[src/rtl/bcd_key_entry.sv]
// Debounced BCD keypad entry: synchronizes an async key strobe, accepts each
// key once and shifts it into a digit buffer. Debounce enabled by BCD_DEBOUNCE_EN.
module bcd_key_entry #(
  parameter int NDIG       = 4,
  parameter int DEB_CYCLES = 4
) (
  input  logic              clk,
  input  logic              rst_n,
  input  logic              chk,
  input  logic [3:0]        din,
  input  logic              clr,
  output logic [4*NDIG-1:0] digits,
  output logic [2:0]        count,
  output logic              full,
  output logic              key_stb,
  output logic              err
);

  localparam logic [2:0] NDIG_C = 3'(NDIG);

  typedef enum logic [1:0] {IDLE, PRESS, HELD, RELEASE} state_t;

  logic       chk_m, s_chk;
  logic [3:0] din_m, s_din;
  state_t     state_q, state_d;
  logic       accept;
  logic [3:0] acc_code;
  logic [4*NDIG-1:0] digits_shift;

  // chk/din come from an unclocked encoder; the code is only trusted once
  // s_chk is stable, so a plain per-bit 2-flop chain is sufficient.
  always_ff @(posedge clk) begin
    if (!rst_n) begin
      chk_m <= 1'b0;
      s_chk <= 1'b0;
      din_m <= '0;
      s_din <= '0;
    end else begin
      chk_m <= chk;
      s_chk <= chk_m;
      din_m <= din;
      s_din <= din_m;
    end
  end

`ifdef BCD_DEBOUNCE_EN
  localparam logic [7:0] DEB_LAST = 8'(DEB_CYCLES - 1);

  logic [7:0] cnt_q, cnt_d;
  logic [3:0] code_q, code_d;

  always_ff @(posedge clk) begin
    if (!rst_n) begin
      state_q <= IDLE;
      cnt_q   <= '0;
      code_q  <= '0;
    end else begin
      state_q <= state_d;
      cnt_q   <= cnt_d;
      code_q  <= code_d;
    end
  end

  always_comb begin
    state_d = state_q;
    cnt_d   = cnt_q;
    code_d  = code_q;
    accept  = 1'b0;
    case (state_q)
      IDLE: begin
        if (s_chk) begin
          state_d = PRESS;
          code_d  = s_din;
          cnt_d   = '0;
        end
      end
      PRESS: begin
        // a code change mid-press is a bounce on the encoder lines
        if (!s_chk || (s_din != code_q)) begin
          state_d = IDLE;
        end else if (cnt_q == DEB_LAST) begin
          state_d = HELD;
          accept  = 1'b1;
        end else begin
          cnt_d = cnt_q + 8'd1;
        end
      end
      HELD: begin
        if (!s_chk) begin
          state_d = RELEASE;
          cnt_d   = '0;
        end
      end
      RELEASE: begin
        if (s_chk) begin
          state_d = HELD;
        end else if (cnt_q == DEB_LAST) begin
          state_d = IDLE;
        end else begin
          cnt_d = cnt_q + 8'd1;
        end
      end
      default: state_d = IDLE;
    endcase
  end

  assign acc_code = code_q;
`else
  always_ff @(posedge clk) begin
    if (!rst_n) state_q <= IDLE;
    else        state_q <= state_d;
  end

  always_comb begin
    state_d = state_q;
    accept  = 1'b0;
    case (state_q)
      IDLE: begin
        if (s_chk) begin
          state_d = HELD;
          accept  = 1'b1;
        end
      end
      HELD: begin
        if (!s_chk) state_d = IDLE;
      end
      default: state_d = IDLE;
    endcase
  end

  assign acc_code = s_din;
`endif

  generate
    if (NDIG > 1) begin : g_shift
      assign digits_shift = {digits[4*NDIG-5:0], acc_code};
    end else begin : g_single
      assign digits_shift = acc_code;
    end
  endgenerate

  assign full = (count == NDIG_C);

  // clr wins over a same-edge accept and silences both strobes
  always_ff @(posedge clk) begin
    if (!rst_n) begin
      digits  <= '0;
      count   <= '0;
      key_stb <= 1'b0;
      err     <= 1'b0;
    end else begin
      key_stb <= 1'b0;
      err     <= 1'b0;
      if (clr) begin
        digits <= '0;
        count  <= '0;
      end else if (accept) begin
        if ((acc_code <= 4'd9) && !full) begin
          digits  <= digits_shift;
          count   <= count + 3'd1;
          key_stb <= 1'b1;
        end else begin
          err <= 1'b1;
        end
      end
    end
  end

endmodule
[config.mk]
export PLATFORM = sky130hd
export DESIGN_NAME = bcd_key_entry
export DESIGN_NICKNAME = d
export VERILOG_FILES = /design/src/rtl/bcd_key_entry.sv
export SDC_FILE = /design/constraint.sdc
export NUM_CORES = 1
export LEC_CHECK = 0
export CELL_PAD_IN_SITES_DETAIL_PLACEMENT = 1
export CELL_PAD_IN_SITES_GLOBAL_PLACEMENT = 1
export CORE_ASPECT_RATIO = 1.4
export CORE_MARGIN = 1
export CORE_UTILIZATION = 36
export CTS_BUF_LIST = sky130_fd_sc_hd__clkbuf_16
export DETAILED_ROUTE_END_ITERATION = 7
export PLACE_DENSITY_LB_ADDON = 0.1
export SLEW_MARGIN = 20
export SYNTH_ARGS = -nofsm -noshare
export SYNTH_HDL_FRONTEND = slang
export SYNTH_SLANG_ARGS = --single-unit
export TNS_END_PERCENT = 1
[constraint.sdc]
create_clock -name clk -period 1.7 [get_ports clk]
set_input_delay 0.34 -clock clk [delete_from_list [all_inputs] [get_ports clk]]
set_output_delay 0.34 -clock clk [all_outputs]
set_load 0.02 [all_outputs]
==> Yosys cells after proc, flatten, opt, wreduce, memory -nomap -nowiden <==
Cells that the tools add are included.
{ "totals": {"regBits": 33, "inputBits": 8} }
{ "op_classes": {"add_sub_neg": 1, "n_reduce_logical": 7, "bitwise_logic": 2, "mux": 7, "magnitude_cmp": 1, "eq_ne": 4} }
{ "ops": {"columns": ["operator", "n"], "rows": [
  ["$le 4x4->1 const B", 1],
  ["$mux 1", 4],
  ["$mux 2", 2],
  ["$ne 2x2->1 const B", 2],
  ["$pmux 2 s2", 1],
  ["$reduce_and 2->1", 2],
  ["$add 3x1->3 const B", 1],
  ["$eq 3x3->1 const B", 1],
  ["$reduce_or 3->1", 1],
  ["$eq 2x2->1 const B", 1],
  ["$logic_not 2->1", 1],
  ["$not 1->1", 2],
  ["$reduce_or 2->1", 1],
  ["$logic_and 1x1->1", 1],
  ["$logic_not 1->1", 1]
]} }

==> Longest topological paths before layout <==
Gate-level depths: netlist of run 1.
{ "depth": {"depth_word": 4, "mapped_depth": 6, "depth_no_buf": 5} }

==> Worst setup path before layout of run 1 <==
OpenSTA, ideal clock, no wires.
{ "synth_path": {"kind": "register to register", "startpoint": "register count[0]", "endpoint": "register digits[0]", "arrival_time_ns": 1.391, "setup_slack_ns": 0.190, "synth_period_minus_slack_ns": 1.510, "n_path_buf": 1, "stages_incl_launch_ff": 7, "setup_ns": 0.119, "cell_sequence": "dfxtp_1 inv_1 ha_1 a21boi_4 nand2_4 buf_6 mux2i_1"} }
{ "synth_via": {"elab_chain_len": 4} }
{ "synth_rtl": {"columns": ["element", "line_no", "rtl"], "rows": [
  ["from (decl)", "13", "output logic [2:0] count,"],
  ["from (signal assigned)", "160", "count <= count + 3'd1;"],
  ["$eq 3x3->1", "142", "assign full = (count == NDIG_C);"],
  ["$logic_not 1->1", "158", "if ((acc_code <= 4'd9) && !full) begin"],
  ["$logic_and 1x1->1", "158", null],
  ["$reduce_and 2->1 (no source line)", null, null],
  ["to (signal assigned)", "159", "digits <= digits_shift;"],
  ["to (decl)", "12", "output logic [4*NDIG-1:0] digits,"]
]} }
No other way between the ends.
A chain may end at the register's enable or synchronous reset.

==> Worst setup path after layout of run 1 <==
{ "layout_path": {"startpoint": "register count[1]", "endpoint": "output port count[1]"} }
No word-level cell between the ends.

==> flow_summary.ini, run 1 <==
[outcome]
status = completed

[clocking]
clock_sinks = 32
ctsResizeCount = 3
cts-htree-levels = 2
clk_path_buf_depth = 2
numCtsBuffers = 5
cts_tree = built
ctsHoldBuffers = 0
clock_latency_ps = 280
post_cts_buffers = 0
path_clk_slew_ps = 50
cts-root-buf = clkbuf_16

[timing]
worst_pin_slew_ps = 296.5
max_slew_margin_pct = 80.22
fin_hold_ws_ps = 430.4
setup_violations = 0
fin_skew_ps = 6.030
rsz0062_at_grt = no
period_needed_ps = 1587
maxSlewViolCount = 0
clock.fmax_ghz = 0.6302
worst_slack_ps = 113.2
tns_ps = 0
final_hold_viol_count = 0
fin_crit_sh_pct = 93.34

[critical_path]
cp_top_family = buffers and inverters
critPathBufInv = 1
worstPathRequired_ps = 1360
crit_path_start_kind = flip-flop
end_kind = primary output
cp_slowest_cell = clkdlybuf4s50_1
crit_chain = clkdlybuf4s50_1
critPathKind = flip-flop to primary output
worstPathMaxFanout = 4
cpPeakStageDelay_ps = 630
arrival_ps = 1250

[global_route]
grt_pass1_wl_um = 4374
overflow = 0
grt_max_degree = 23
gr-usage-all-layers_pct = 17.35
grt_antenna_before_repair = 0
grt_pass1_vias = 962

[yosys]
yosysSeqAreaShare_pct = 54.47
netlist_area_um2 = 1176
syn-num-nets = 122
synth_seq_cells = 32
async_flop_share_pct = 0
yosys_warnings = 0
synth_edf_count = 0
avgSynthCellArea_um2 = 10.60
syn-instance-count = 111
synth_ff_type = dfxtp_1
synth_cell_types = 23

[layout]
nets = 158
fin_util_pct = 54.25
stdcell_area_um2 = 1694
layout.cells.non_filler = 187
final_common_cell = dfxtp_1
area_growth_pct = 44.04
final_cell_mix = dfxtp_1, clkdlybuf4s50_1, nand2_1
drive_above_1_share_pct = 11.49
num_antenna_cells = 0

[route]
via_count = 878
routed_wl_um = 2410
first_pass_iters = 3
viasPerCell = 4.695
route.detailed.drc = 0
dr.first_iter.drc_count = 9
wl_per_cell_um = 12.89
drtAntennaViolNets = 0

[place]
io_buffers = 29
hpwl_um = 1630
dpl.cell_count = 179
place_area_um2 = 1533
place_ws_ps = 63.80
place.gp.congestion = 0.6373

[floorplan]
die_h_um = 69.63
boundaryPins = 30
initial_core_util_pct = 37.66
die_area_um2 = 3503
rows = 24
core-area_um2 = 3123
fp.dieW_um = 50.31

[flow_run]
drv_cap = 0

[worst_hold_path]
hold_class = flip-flop to flip-flop

[pwr]
power.total_mw = 1.924
power.leakage_nw = 0.7507
max-vdd-ir-drop_v = 0.0008446
power_density_nw_per_um2 = 1136
[registers in the layout (all words and copies together) (netlist names)]
name / flops
digits: 16
acc_code: 4
din_m: 4
count: 3
chk_m: 1
err: 1
key_stb: 1
s_chk: 1
state_q: 1
[layer usage]
layer	vias up	track usage (%)	wire length, µm	part of all wire [%]
li1	436	-	-	-
met1	411	17.88	964	40
met2	24	28.59	1264	52
met3	7	6.579	105	4.4
met4	0	11.11	75	3.1
met5	-	0	0	0
[worst register-to-register path: stages (launching register included)]
cell and delay [ps]:
dfxtp_1 330, inv_1 60, ha_1 210, buf_4 150, a21boi_4 210, nand2_4 210, mux2i_1 180
[cell families after synthesis]
kind of cell / Yosys count / synth area share, %
flip-flops: 32 / 54.47
XOR/XNOR: 1 / 0.7448
AND/OR/NAND/NOR: 40 / 16.49
multiplexers: 16 / 13.62
buffers and inverters: 8 / 3.404
AO/OA/AOI/OAI: 11 / 8.086
adder cells (fa/ha/maj): 3 / 3.192
[cell usage after synthesis, types with 2 or more instances]
cell,number,area share (%)
dfxtp_1,32,54
nand2_1,23,7.3
mux2i_1,16,14
and2_1,11,5.9
inv_1,4,1.3
a21oi_1,3,1.3
ha_1,3,3.2
buf_2,2,0.85
nand3_1,2,0.85
o21ai_0,2,0.85
[area by class of cell]
class                   count  area [µm²]
clock buffers               5       125.1
fillers                   358        1429
well taps                  39       48.80
flip-flops and latches     32       641.9
multi-input cells          71       495.5
clock inverters             3       38.79
repair buffers             33       329.1
inverters                   4       15.01
[path summary, 6_finish.rpt]
path,start,end,slack [ps],cells past startpoint
worst max register to register,count[0]$_SDFFE_PP0P_,digits[3]$_SDFFE_PP0P_,220,6
worst min register to register,din_m[2]$_SDFF_PN0_,acc_code[2]$_SDFF_PN0_,430,1
worst min-delay path,din_m[2]$_SDFF_PN0_,acc_code[2]$_SDFF_PN0_,430,1
worst max-delay path,count[1]$_SDFFE_PP0P_,count[1],110,1
[power by group]
part           total (mW)  switching, mW  internal (mW)
Combinational       0.148         0.0654         0.0828
Clock               0.985          0.304          0.681
Sequential          0.790         0.0139          0.776
Total                1.92          0.383           1.54
Power figures use the tool's default switching activity.
==> run 2: changes to the inputs <==
- CORE_UTILIZATION: 36 -> 32
- clock period: 1.7 -> 1.35 ns (I/O delays scaled with it)
==> run 2 against run 1 <==
Final cell count increased by 2.7%. Sequential power increased by 26%. Global-route usage decreased by 2.3 points. Clock skew decreased by 4.0 ps. Design area about the same. Hold slack improved by 0.70 ps. Register-to-register slack got worse by 200 ps. Power increased by 15%. First-iteration DRC count decreased by 56%. Via count increased by 2.5%. Core utilization decreased by 5.0 points. Combinational power increased by 30%.
==> flow_summary.ini, run 2 (synthesized netlist as in run 1, its figures left out) <==
[outcome]
status = completed

[timing]
maxSlewViolCount = 0
rsz0062_at_grt = yes
period_needed_ps = 1332
clock.fmax_ghz = 0.7507
fin_crit_sh_pct = 98.67
final_hold_viol_count = 0
setup_violations = 0
fin_hold_ws_ps = 431.1
max_slew_margin_pct = 80.16
worst_pin_slew_ps = 292.9
worst_slack_ps = 17.98
fin_skew_ps = 2.077

[place]
place_area_um2 = 1572
place_ws_ps = -193.8
io_buffers = 29
place.gp.congestion = 0.6782
hpwl_um = 1751

[critical_path]
cp-endpoint = full
critPathKind = flip-flop to primary output
crit_path_start_kind = flip-flop
arrival_ps = 1060
r2r_cells = 6
r2r_slack_ps = 20
end_kind = primary output
r2r_end = digits[3]$_SDFFE_PP0P_
worstPathMaxFanout = 2
worstPathRequired_ps = 1080
startpoint = count[0]$_SDFFE_PP0P_
rr_startpoint = count[1]$_SDFFE_PP0P_

[floorplan]
core-area_um2 = 3441
fp.dieW_um = 53.24
die_h_um = 73.73
initial_core_util_pct = 34.18
boundaryPins = 30
die_area_um2 = 3925
rows = 25

[global_route]
grt_pass1_wl_um = 4084
grt.met1_usage_pct = 13.47
overflow = 0
grtUsageMet3_pct = 6.832
grt_pass1_vias = 974
grt_max_degree = 23
gr-usage-all-layers_pct = 15.05
grt_antenna_before_repair = 0
met2_usage_pct = 26.67
busiest_layer = met2

[route]
drtAntennaViolNets = 0
wl_per_cell_um = 12.04
viasPerCell = 4.688
dr.first_iter.drc_count = 4
route.detailed.drc = 0
routed_wl_um = 2311
via_count = 900
first_pass_iters = 4

[clocking]
clock_latency_ps = 270
numCtsBuffers = 5
post_cts_buffers = 0
cts-root-buf = clkbuf_16
path_clk_slew_ps = 50
cts-htree-levels = 2
clk_path_buf_depth = 2
cts_tree = built
clock_sinks = 32

[layout]
nets = 162
regMostFlops = digits
largest_reg_flops = 16
reg.largest.list = digits: 16 flops, acc_code: 4 flops, din_m: 4 flops
num_antenna_cells = 0
area_growth_pct = 43.94
stdcell_area_um2 = 1693
final_cell_mix = dfxtp_1, nand2_1, dlygate4sd2_1
final_common_cell = dfxtp_1
drive_above_1_share_pct = 14.47

[pwr]
power.leakage_nw = 0.8384
max-vdd-ir-drop_v = 0.0009753
power_density_nw_per_um2 = 1310
power.total_mw = 2.217

[flow_run]
drv_cap = 0

[worst_hold_path]
hold_class = flip-flop to flip-flop
[run 2: cell count changes in the layout (fill, tap and decap cells not counted), sizes merged]
cell and delta:
buf +5, bufinv -1, clkdlybuf4s50 -19, clkbuf -1
dlymetal6s2s -1, dlygate4sd2 +19, clkdlybuf4s15 +1, inv +1
[run 2: worst min path at each step]
stage	from	to	slack (ps)	depth (start not counted)
after floorplan	rst_n	din_m[1]$_SDFF_PN0_	390	1
after global placement	din_m[1]$_SDFF_PN0_	acc_code[1]$_SDFF_PN0_	420	1
after detailed placement	chk_m$_SDFF_PN0_	s_chk$_SDFF_PN0_	420	1
after CTS	din_m[3]$_SDFF_PN0_	acc_code[3]$_SDFF_PN0_	440	1
after global routing	din_m[3]$_SDFF_PN0_	acc_code[3]$_SDFF_PN0_	450	1
final	din_m[3]$_SDFF_PN0_	acc_code[3]$_SDFF_PN0_	430	1
[run 2: final cells by class]
cell class / count / area, µm²
flip-flops and latches: 32 / 645.6
inverters: 4 / 15.01
well taps: 40 / 50.05
repair buffers: 37 / 339.1
multi-input cells: 71 / 506.7
fillers: 385 / 1748
clock inverters: 3 / 11.26
clock buffers: 5 / 125.1
[run 2: critical path, cell delays in order, from the launching register on]
cell	delay (ps)
dfxtp_4	340
inv_2	50
ha_2	160
nand2_1	60
inv_1	70
buf_6	110
[run 2: per-stage QoR]
stage | setup TNS (ps) | util [%] | std cells
after global routing | -496.3 | 49.20 | 192
after detailed placement | -1194 | 45.67 | 184
final | 0 | 49.20 | 192
after global placement | -473.9 | 45.67 | 184
after CTS | 0 | 49.16 | 192
after floorplan | 0 | - | 111
[run 2: what timing repair did]
item,CTS,global route
pin swaps,2,0
gates resized for setup,29,1
hold buffers,0,0
endpoints found under the setup margin,38,20
[run 2: metal layers]
metal	share of wire [%]	vias up	wire (µm)
li1	-	446	-
met1	38	425	871
met2	54	23	1254
met3	5.3	6	122
met4	2.7	0	63
met5	0	-	0
[run 2: power breakdown]
group | total [mW] | internal [mW] | switching (mW)
clock | 1.03 | 0.660 | 0.369
combinational | 0.193 | 0.110 | 0.0825
sequential | 0.995 | 0.977 | 0.0176
